==> src/rtl/gemm_tile_scheduler_if.sv <==
`default_nettype none
// ============================================================================
// Module      : gemm_tile_scheduler_if
// Description : Bundle of the operand-load, result-return and GEMM-side
//               signals of gemm_tile_scheduler.
//   in_valid/in_ready    operand handshake (a_in, b_in: N*N*DW, row-major)
//   gemm_a/gemm_b        2x2 operand tiles to the GEMM (4*DW)
//   gemm_out             2x2 result tile from the GEMM (4*DW)
//   out_valid/out_ready  result handshake (c_out: N*N*DW, row-major)
//   busy                 scheduler is issuing or draining
//   modport slave  : the scheduler side
//   modport master : the surrounding system (loader, GEMM, consumer)
// Revision    : 1.0 - initial release
// ============================================================================
interface gemm_tile_scheduler_if #(
  parameter int DW = 32,
  parameter int N  = 4
);
  logic                in_valid;
  logic                in_ready;
  logic [N*N*DW-1:0]   a_in;
  logic [N*N*DW-1:0]   b_in;
  logic [4*DW-1:0]     gemm_a;
  logic [4*DW-1:0]     gemm_b;
  logic [4*DW-1:0]     gemm_out;
  logic                out_valid;
  logic                out_ready;
  logic [N*N*DW-1:0]   c_out;
  logic                busy;

  modport slave (
    input  in_valid, a_in, b_in, gemm_out, out_ready,
    output in_ready, gemm_a, gemm_b, out_valid, c_out, busy
  );

  modport master (
    output in_valid, a_in, b_in, gemm_out, out_ready,
    input  in_ready, gemm_a, gemm_b, out_valid, c_out, busy
  );
endinterface
`default_nettype wire

==> src/rtl/gemm_tile_scheduler.sv <==
`default_nettype none
// ============================================================================
// Module      : gemm_tile_scheduler
// Description : Computes C = A*B (N x N, unsigned, mod 2^DW) by issuing
//               (N/2)^3 2x2 tile products to one shared fixed-latency GEMM,
//               tracking returns with a LAT-deep valid/tag pipe and summing
//               the partial tiles into C accumulators.
//   clk   rising-edge clock
//   rst   asynchronous active-low reset
//   bus   gemm_tile_scheduler_if.slave (operand/result handshakes, GEMM tiles)
// Revision    : 1.0 - initial release
// ============================================================================
module gemm_tile_scheduler #(
  parameter int DW  = 32,
  parameter int N   = 4,
  parameter int LAT = 6
) (
  input wire clk,
  input wire rst,
  gemm_tile_scheduler_if.slave bus
);
  localparam int T  = N / 2;
  localparam int T3 = T * T * T;
  localparam int IW = (T > 1) ? $clog2(T) : 1;
  localparam int CW = $clog2(T3 + 1);
  localparam int MW = N * N * DW;

  localparam logic [1:0] S_IDLE  = 2'd0;
  localparam logic [1:0] S_ISSUE = 2'd1;
  localparam logic [1:0] S_DRAIN = 2'd2;
  localparam logic [1:0] S_DONE  = 2'd3;

  logic [1:0]    r_state;
  logic          r_alive;
  logic [CW-1:0] r_cnt;
  logic [CW-1:0] r_rcnt;
  logic [MW-1:0] r_a;
  logic [MW-1:0] r_b;
  logic [MW-1:0] r_c;
  logic [DW-1:0] r_acc [N*N];
  logic [DW-1:0] w_acc_next [N*N];

  // Valid/tag pipe: tag is {i, j, k==0} of the issued tile product.
  logic [LAT-1:0] r_pv;
  logic [LAT-1:0] r_pk0;
  logic [IW-1:0]  r_pi [LAT];
  logic [IW-1:0]  r_pj [LAT];

  logic [IW-1:0]  w_ci, w_cj, w_ck;
  logic [4*DW-1:0] w_ga, w_gb;
  logic w_in_ready, w_accept, w_tail, w_last, w_rest, w_enter_done;

  // Issue counter decomposes as i*T*T + j*T + k, so k runs innermost.
  assign w_ck = IW'(int'(r_cnt) % T);
  assign w_cj = IW'((int'(r_cnt) / T) % T);
  assign w_ci = IW'(int'(r_cnt) / (T * T));

  // r_alive keeps in_ready low while reset is asserted and until the first
  // edge after release.
  assign w_in_ready   = (r_state == S_IDLE) && r_alive;
  assign w_accept     = w_in_ready && bus.in_valid;
  assign w_tail       = r_pv[LAT-1];
  assign w_last       = w_tail && (r_rcnt == CW'(T3 - 1));
  assign w_enter_done = (r_state == S_DRAIN) && w_last && !w_rest;

  assign bus.in_ready  = w_in_ready;
  assign bus.out_valid = (r_state == S_DONE);
  assign bus.busy      = (r_state == S_ISSUE) || (r_state == S_DRAIN);
  assign bus.c_out     = r_c;
  assign bus.gemm_a    = w_ga;
  assign bus.gemm_b    = w_gb;

  // Any valid entry other than the tail still in flight.
  always_comb begin
    w_rest = 1'b0;
    for (int s = 0; s < LAT - 1; s++) w_rest = w_rest | r_pv[s];
  end

  // Tile select written as a compare-and-pick over constant tile positions so
  // every operand slice is a fixed bit range.
  always_comb begin
    w_ga = '0;
    w_gb = '0;
    if (r_state == S_ISSUE) begin
      for (int ti = 0; ti < T; ti++) begin
        for (int tk = 0; tk < T; tk++) begin
          for (int r = 0; r < 2; r++) begin
            for (int c = 0; c < 2; c++) begin
              if (w_ci == IW'(ti) && w_ck == IW'(tk))
                w_ga[(2*r+c)*DW +: DW] = r_a[((2*ti+r)*N + 2*tk+c)*DW +: DW];
              if (w_ck == IW'(ti) && w_cj == IW'(tk))
                w_gb[(2*r+c)*DW +: DW] = r_b[((2*ti+r)*N + 2*tk+c)*DW +: DW];
            end
          end
        end
      end
    end
  end

  // Absorb the returning tile: k==0 overwrites, later k accumulate.
  always_comb begin
    for (int e = 0; e < N * N; e++) w_acc_next[e] = r_acc[e];
    if (w_tail) begin
      for (int ti = 0; ti < T; ti++) begin
        for (int tj = 0; tj < T; tj++) begin
          for (int r = 0; r < 2; r++) begin
            for (int c = 0; c < 2; c++) begin
              if (r_pi[LAT-1] == IW'(ti) && r_pj[LAT-1] == IW'(tj))
                w_acc_next[(2*ti+r)*N + 2*tj+c] =
                  (r_pk0[LAT-1] ? '0 : r_acc[(2*ti+r)*N + 2*tj+c]) +
                  bus.gemm_out[(2*r+c)*DW +: DW];
            end
          end
        end
      end
    end
  end

  always_ff @(posedge clk or negedge rst) begin
    if (!rst) begin
      r_state <= S_IDLE;
      r_alive <= 1'b0;
      r_cnt   <= '0;
      r_rcnt  <= '0;
    end else begin
      r_alive <= 1'b1;
      if (w_tail) r_rcnt <= r_rcnt + 1'b1;
      case (r_state)
        S_IDLE: begin
          if (w_accept) begin
            r_cnt   <= '0;
            r_rcnt  <= '0;
            r_state <= S_ISSUE;
          end
        end
        S_ISSUE: begin
          r_cnt <= r_cnt + 1'b1;
          if (r_cnt == CW'(T3 - 1)) r_state <= S_DRAIN;
        end
        S_DRAIN: begin
          if (w_enter_done) r_state <= S_DONE;
        end
        S_DONE: begin
          if (bus.out_ready) r_state <= S_IDLE;
        end
        default: r_state <= S_IDLE;
      endcase
    end
  end

  always_ff @(posedge clk or negedge rst) begin
    if (!rst) begin
      r_pv  <= '0;
      r_pk0 <= '0;
      for (int s = 0; s < LAT; s++) begin
        r_pi[s] <= '0;
        r_pj[s] <= '0;
      end
    end else begin
      r_pv[0]  <= (r_state == S_ISSUE);
      r_pk0[0] <= (w_ck == '0);
      r_pi[0]  <= w_ci;
      r_pj[0]  <= w_cj;
      for (int s = 1; s < LAT; s++) begin
        r_pv[s]  <= r_pv[s-1];
        r_pk0[s] <= r_pk0[s-1];
        r_pi[s]  <= r_pi[s-1];
        r_pj[s]  <= r_pj[s-1];
      end
    end
  end

  // c_out takes the accumulators including the final absorption so it is
  // complete on the same edge that enters DONE.
  always_ff @(posedge clk or negedge rst) begin
    if (!rst) begin
      for (int e = 0; e < N * N; e++) r_acc[e] <= '0;
      r_c <= '0;
    end else begin
      for (int e = 0; e < N * N; e++) r_acc[e] <= w_acc_next[e];
      if (w_enter_done) begin
        for (int e = 0; e < N * N; e++) r_c[e*DW +: DW] <= w_acc_next[e];
      end
    end
  end

  // Operand holding registers need no reset: they are only read during ISSUE,
  // which is always preceded by a capture.
  always_ff @(posedge clk) begin
    if (w_accept) begin
      r_a <= bus.a_in;
      r_b <= bus.b_in;
    end
  end
endmodule
`default_nettype wire

==> src/flat_wrapper.sv <==
// flat-port wrapper written by rule: the top's interface ports become plain ports
module gemm_tile_scheduler_flat 
#(
  parameter int DW  = 32,
  parameter int N   = 4,
  parameter int LAT = 6
)
  (clk, rst, bus_in_valid, bus_a_in, bus_b_in, bus_gemm_out, bus_out_ready, bus_in_ready, bus_gemm_a, bus_gemm_b, bus_out_valid, bus_c_out, bus_busy);
  gemm_tile_scheduler_if #(.DW(DW), .N(N)) bus_i ();
  input wire clk;
  input wire rst;
  input wire logic [$bits(bus_i.in_valid)-1:0] bus_in_valid;
  input wire logic [$bits(bus_i.a_in)-1:0] bus_a_in;
  input wire logic [$bits(bus_i.b_in)-1:0] bus_b_in;
  input wire logic [$bits(bus_i.gemm_out)-1:0] bus_gemm_out;
  input wire logic [$bits(bus_i.out_ready)-1:0] bus_out_ready;
  output wire logic [$bits(bus_i.in_ready)-1:0] bus_in_ready;
  output wire logic [$bits(bus_i.gemm_a)-1:0] bus_gemm_a;
  output wire logic [$bits(bus_i.gemm_b)-1:0] bus_gemm_b;
  output wire logic [$bits(bus_i.out_valid)-1:0] bus_out_valid;
  output wire logic [$bits(bus_i.c_out)-1:0] bus_c_out;
  output wire logic [$bits(bus_i.busy)-1:0] bus_busy;
  assign bus_i.in_valid = bus_in_valid;
  assign bus_i.a_in = bus_a_in;
  assign bus_i.b_in = bus_b_in;
  assign bus_i.gemm_out = bus_gemm_out;
  assign bus_i.out_ready = bus_out_ready;
  assign bus_in_ready = bus_i.in_ready;
  assign bus_gemm_a = bus_i.gemm_a;
  assign bus_gemm_b = bus_i.gemm_b;
  assign bus_out_valid = bus_i.out_valid;
  assign bus_c_out = bus_i.c_out;
  assign bus_busy = bus_i.busy;
  gemm_tile_scheduler #(.DW(DW), .N(N), .LAT(LAT)) u_core (.clk(clk), .rst(rst), .bus(bus_i));
endmodule
==> config.mk <==
export PLATFORM = sky130hd
export DESIGN_NAME = gemm_tile_scheduler_flat
export DESIGN_NICKNAME = d
export VERILOG_FILES = /design/src/rtl/gemm_tile_scheduler_if.sv /design/src/rtl/gemm_tile_scheduler.sv /design/src/flat_wrapper.sv
export SDC_FILE = /design/constraint.sdc
export NUM_CORES = 2
export LEC_CHECK = 0
export CAP_MARGIN = 20
export CORE_AREA = 2 2 760 762
export CTS_BUF_LIST = sky130_fd_sc_hd__clkbuf_16
export DETAILED_ROUTE_END_ITERATION = 7
export DIE_AREA = 0 0 762 764
export HOLD_SLACK_MARGIN = 0.12
export SYNTH_ARGS = -nofsm -noshare
export SYNTH_HDL_FRONTEND = slang
export SYNTH_SLANG_ARGS = --single-unit
export TNS_END_PERCENT = 5
==> constraint.sdc <==
create_clock -name clk -period 35.2 [get_ports clk]
set_input_delay 10.56 -clock clk [delete_from_list [all_inputs] [get_ports clk]]
set_output_delay 10.56 -clock clk [all_outputs]
set_load 0.01 [all_outputs]
Yosys cells after proc, flatten, opt, wreduce, memory -nomap -nowiden
Index checks and enable logic that the tools add are counted.

Register bits after elaboration: 2083. Output and inout bits: 771. Word-level logic and storage cells: 173.

Add/sub/neg operators: 18. Eq/ne operators: 9. Muxes and demuxes: 77. Bitwise gates (word level): 9. Reductions and logical operators: 23.

Operator list (count): two-way mux 32 bit (64); adder 32 bit (16); two-way mux 512 bit (1); two-way mux 128 bit (2); logical AND 1 bit (17); two-way mux 4 bit (4); adder 4 x 1 -> 4 bit (second input constant) (2); == test 4 x 3 -> 1 bit (second input constant) (2); two-way mux 2 bit (4); one-hot mux 2 bit (4 select lines) (1); one-hot mux 4 bit (2 select lines) (1); NOT 1 bit (5); == test 2 bit (second input constant) (2); != test 2 x 1 -> 1 bit (second input constant) (2); != test 2 bit (second input constant) (2); OR 1 bit (4); AND reduction 4 bit (1); == test 2 x 1 -> 1 bit (second input constant) (1); logical NOT 2 bit (1); AND reduction 2 bit (1); nonzero test 2 bit (1); logical NOT 1 bit (1); logical OR 1 bit (1).

Depth between registers and ports, before layout
Depth in word-level cells: 8. Mapped depth: 18.

Worst setup path before layout
OpenSTA, ideal clock, no wires.

Path type: input-to-reg. Start point: input bus_in_valid. End point: register u_core.r_cnt[1]. Library setup time: 167 ps. Arrival: 41631 ps. Required time: 35033 ps. Path slack: -6598 ps. Stages: 4. Cells stage by stage: and3_1 -> clkbuf_1 -> a21oi_1 -> a32o_1.

Word-level cells in the longest chain between the ends: 3.

RTL lines: start: declaration (RTL line flat_wrapper.sv:12) `input wire logic [$bits(bus_i.in_valid)-1:0] bus_in_valid;`; logical AND 1 bit (RTL line gemm_tile_scheduler.sv:61) `assign w_accept = w_in_ready && bus.in_valid;`; named net u_core.w_accept (RTL line gemm_tile_scheduler.sv:51) `logic w_in_ready, w_accept, w_tail, w_last, w_rest, w_enter_done;`; != test 2 x 1 -> 1 bit (no source line); AND reduction 2 bit (no source line); end signal: assignment (RTL line gemm_tile_scheduler.sv:137) `r_cnt <= r_cnt + 1'b1;`; end: declaration (RTL line gemm_tile_scheduler.sv:35) `logic [CW-1:0] r_cnt;`.

The timed path passes the listed nets, and every way through them passes these cells. A chain may end at the register's enable or synchronous reset.

Final worst setup path
Start point: input bus_in_valid. End point: register u_core.r_b[124] (enable).

Word-level cells in the longest chain between the ends: 1.

RTL lines: logical AND 1 bit (RTL line gemm_tile_scheduler.sv:61); end signal: assignment (RTL line gemm_tile_scheduler.sv:192) `r_b <= bus.b_in;`; end: declaration (RTL line gemm_tile_scheduler.sv:38) `logic [MW-1:0] r_b;`.

Every way passes these cells.

==> impl_metrics.py <==
metrics = {
    "setup_path": {
        "regToRegStartpoint": "u_core.r_state[0]",
        "reg2reg_to": "u_core.r_b[124]",
        "crit_top_cell": "buf_4",
        "path_buf_inv": 8,
        "cpMaxStageDelayCell": "clkdlybuf4s50_1",
        "crit_type": "input pin to register",
        "critPathRequiredTime_ns": 35.68,
        "cp_cell_sequence": "clkdlybuf4s50_1, and3_4, buf_4, buf_4, buf_4, buf_4, buf_4, buf_4, buf_4",
        "max_stage_delay_ns": 0.97,
        "crit_family": "buffers and inverters",
        "cp-start-kind": "input pin",
        "r2r_slack_ns": 27.19,
        "r2r_cells": 10,
        "endpoint_kind": "register",
        "crit_arrival_ns": 17.96,
        "crit_path_max_fanout": 69,
    },
    "yosys": {
        "ys_top_cells_by_area": "edfxtp_1, dfrtp_1, nand2_1",
        "synth.yosys.seq_area_share": 0.547,
        "synth-edff-count": 1024,
        "syn_area_mm2": 0.105,
        "yosysTopAreaCell": "edfxtp_1",
        "yosysUniqueCellTypes": 94,
        "ys_ff_latch": 2083,
        "synth_top_area_share": 0.294,
        "synthArstFlopShare": 0.508,
        "syn_inst": 9727,
        "synth_flop_cell": "dfrtp_1",
        "synth_fp_nets": 11405,
        "ys_warn_count": 0,
        "syn_area_per_cell_um2": 10.8,
    },
    "sta": {
        "clock.fmax_ghz": 0.0572,
        "setup_viol": 0,
        "fin_tns_setup_ns": 0,
        "setup_ws_ns": 17.72,
        "period_needed_ns": 17.48,
        "final-hold-violation-count": 0,
        "rsz0062_at_grt": "false",
        "tightest_slew_ns": 1.27,
        "slew_viol_final": 0,
        "worst_clock_skew_ns": 0.0662,
        "min_period_over_period": 0.497,
        "slew-limit-headroom": 0.150,
    },
    "clock_network": {
        "cts_sinks": 2083,
        "cts-hold-fix-buffers": 0,
        "cts_tree": "yes",
        "clock_path_buffers": 4,
        "cts_root_buffer": "clkbuf_16",
        "postCtsSetupBuffers": 0,
        "clock_latency_ns": 0.93,
        "cts_made_buffers": 262,
        "ctsResizeCount": 0,
        "clkTransAtPathRegs_ns": 0.06,
        "h-tree-depth": 5,
    },
    "power": {
        "irDropWorstVdd_mv": 0.0405,
        "power_leakage_nw": 56.1,
        "cellPowerDensity_mw_per_mm2": 39.4,
        "p_total_mw": 5.57,
    },
    "run": {
        "drv_cap": 0,
    },
    "placement": {
        "pre_cts_ws_ns": 16.78,
        "portBuffers": 1926,
        "routabilityCongestion": 0.988,
        "dp.cells": 18866,
        "dp_hpwl_um": 394000,
    },
    "floorplan": {
        "dieArea_mm2": 0.582,
        "std_cell_rows": 279,
        "core-area_mm2": 0.575,
        "die_y_um": 764,
        "die_w_um": 762,
        "io_pins": 1927,
        "start_util": 0.182,
    },
    "global_routing": {
        "grt_max_degree": 185,
        "top_usage_layer": "met2",
        "gr-total-overflow": 0,
        "gr-usage-all-layers": 0.162,
        "grt_pass1_wl_um": 665000,
        "grt_pass1_vias": 81815,
        "antenna_found_initial": 143,
        "use_met2": 0.284,
        "grtUsageMet3": 0.0399,
        "met1_usage": 0.173,
    },
    "min_path": {
        "hold_start": "u_core.r_pk0[0]",
        "hold_path_class": "register to register",
        "min_to": "u_core.r_pk0[1]",
        "whs_path_depth": 0,
    },
    "drt": {
        "vias": 83592,
        "post_drt_wl_per_cell_um": 25.3,
        "wirelength_um": 493000,
        "firstDrtPassIters": 6,
        "antenna_left": 0,
        "via_per_inst": 4.29,
        "first_iter_violations": 6854,
        "drcViolationCount": 0,
    },
    "finish": {
        "layout-drive-gt1-share": 0.0685,
        "final_common_cell": "nand2_1",
        "stdcell_count": 19486,
        "area.sequential_mm2": 0.0573,
        "final_cell_mix": "nand2_1, clkdlybuf4s50_1, dfrtp_1",
        "num-fill-cells": 61110,
        "final_nets": 13225,
        "multi_input_area_mm2": 0.0454,
        "area_growth_syn_to_layout_pct": 35.3,
    },
    "status": {
        "status": "complete, no violations",
    },
}
cell usage after synthesis, drive strengths merged, types with 32 or more instances:
master and number:
nor2 486, nand2b 43, a21oi 584, mux2 145, nor3 55, xnor2 296
ha 506, and3 38, nor2b 531, a31oi 176, clkbuf 391, xor2 150
nand4 52, mux4 128, a21o 262, edfxtp 1024, nand2 1939, o31ai 32
nand3 97, inv 110, o21ai 639, a22oi 135, a211oi 41, buf 76
dfrtp 1059, and2 274, o21bai 63, o21a 45, o211ai 41
worst reg2reg max path, stage by stage (launching register included):
cell and delay [ns]:
dfrtp_1 0.45, inv_1 0.13, ha_1 0.54, and3_4 0.86, buf_4 0.69, buf_4 0.75
buf_4 0.87, buf_4 0.85, buf_4 0.88, buf_4 0.76, buf_4 0.75
logic make-up after synthesis:
family | synth area share
other cells | 0.0000358
simple gates | 0.157
xor+xnor | 0.0373
flops | 0.547
fa+ha+maj | 0.0635
compound gates | 0.130
buf+inv | 0.0208
mux | 0.0439
layout make-up:
| type | count | area share |
|---|---|---|
| diodes | 145 | 0.00256 |
| clock buffers | 264 | 0.0466 |
| clock inverters | 207 | 0.0135 |
| inverters | 110 | 0.00292 |
| multi-input cells | 7067 | 0.320 |
| flip-flops and latches | 2083 | 0.404 |
| well taps | 7587 | 0.0670 |
| repair buffers | 2023 | 0.143 |
how the worst max path moves through the flow:
stage | start | end | slack (ns) | cells past startpoint
finish | bus_in_valid | u_core.r_b[124] | 17.72 | 9
CTS | bus_in_valid | u_core.r_b[108] | 17.81 | 9
detailed placement | bus_in_valid | u_core.r_b[200] | 16.78 | 9
global route | bus_in_valid | u_core.r_b[201] | 17.38 | 9
global placement | bus_in_valid | u_core.r_b[48] | 16.92 | 9
floorplan | bus_in_valid | u_core.r_cnt[1] | 9.99 | 4
power by group:
| part | switching (mW) | leakage (nW) | total, mW | internal, mW |
|---|---|---|---|---|
| Clock | 1.18 | 4.34 | 2.71 | 1.53 |
| Sequential | 0.000238 | 19.4 | 2.56 | 2.56 |
| Combinational | 0.148 | 32.3 | 0.304 | 0.156 |
through the flow:
stage / cell area [µm²] / utilization / hold slack, ns
after global routing: 142000 / 0.246 / 0.350
after detailed placement: 133000 / 0.231 / 0.336
after global placement: 133000 / 0.231 / 0.336
final: 142000 / 0.246 / 0.348
after CTS: 141000 / 0.246 / 0.348
after floorplan: 105000 / - / 0.331
per-layer routing:
| metal | vias to the layer above | wire length, µm |
|---|---|---|
| met4 | 78 | 37400 |
| met2 | 2941 | 245000 |
| met3 | 929 | 33000 |
| li1 | 38458 | - |
| met5 | - | 551 |
| met1 | 41186 | 177000 |
state kept, by name (all words and copies together) (netlist names):
name	count
u_core.r_pv	6
u_core.r_pk0	6
u_core.r_state	2
u_core.r_pi	6
u_core.r_rcnt	4
u_core.r_pj	6
u_core.r_acc	512
u_core.bus.c_out	512
u_core.r_b	512
u_core.r_alive	1
u_core.r_cnt	4
u_core.r_a	512
Note: power is estimated with default switching activity, not from simulation.
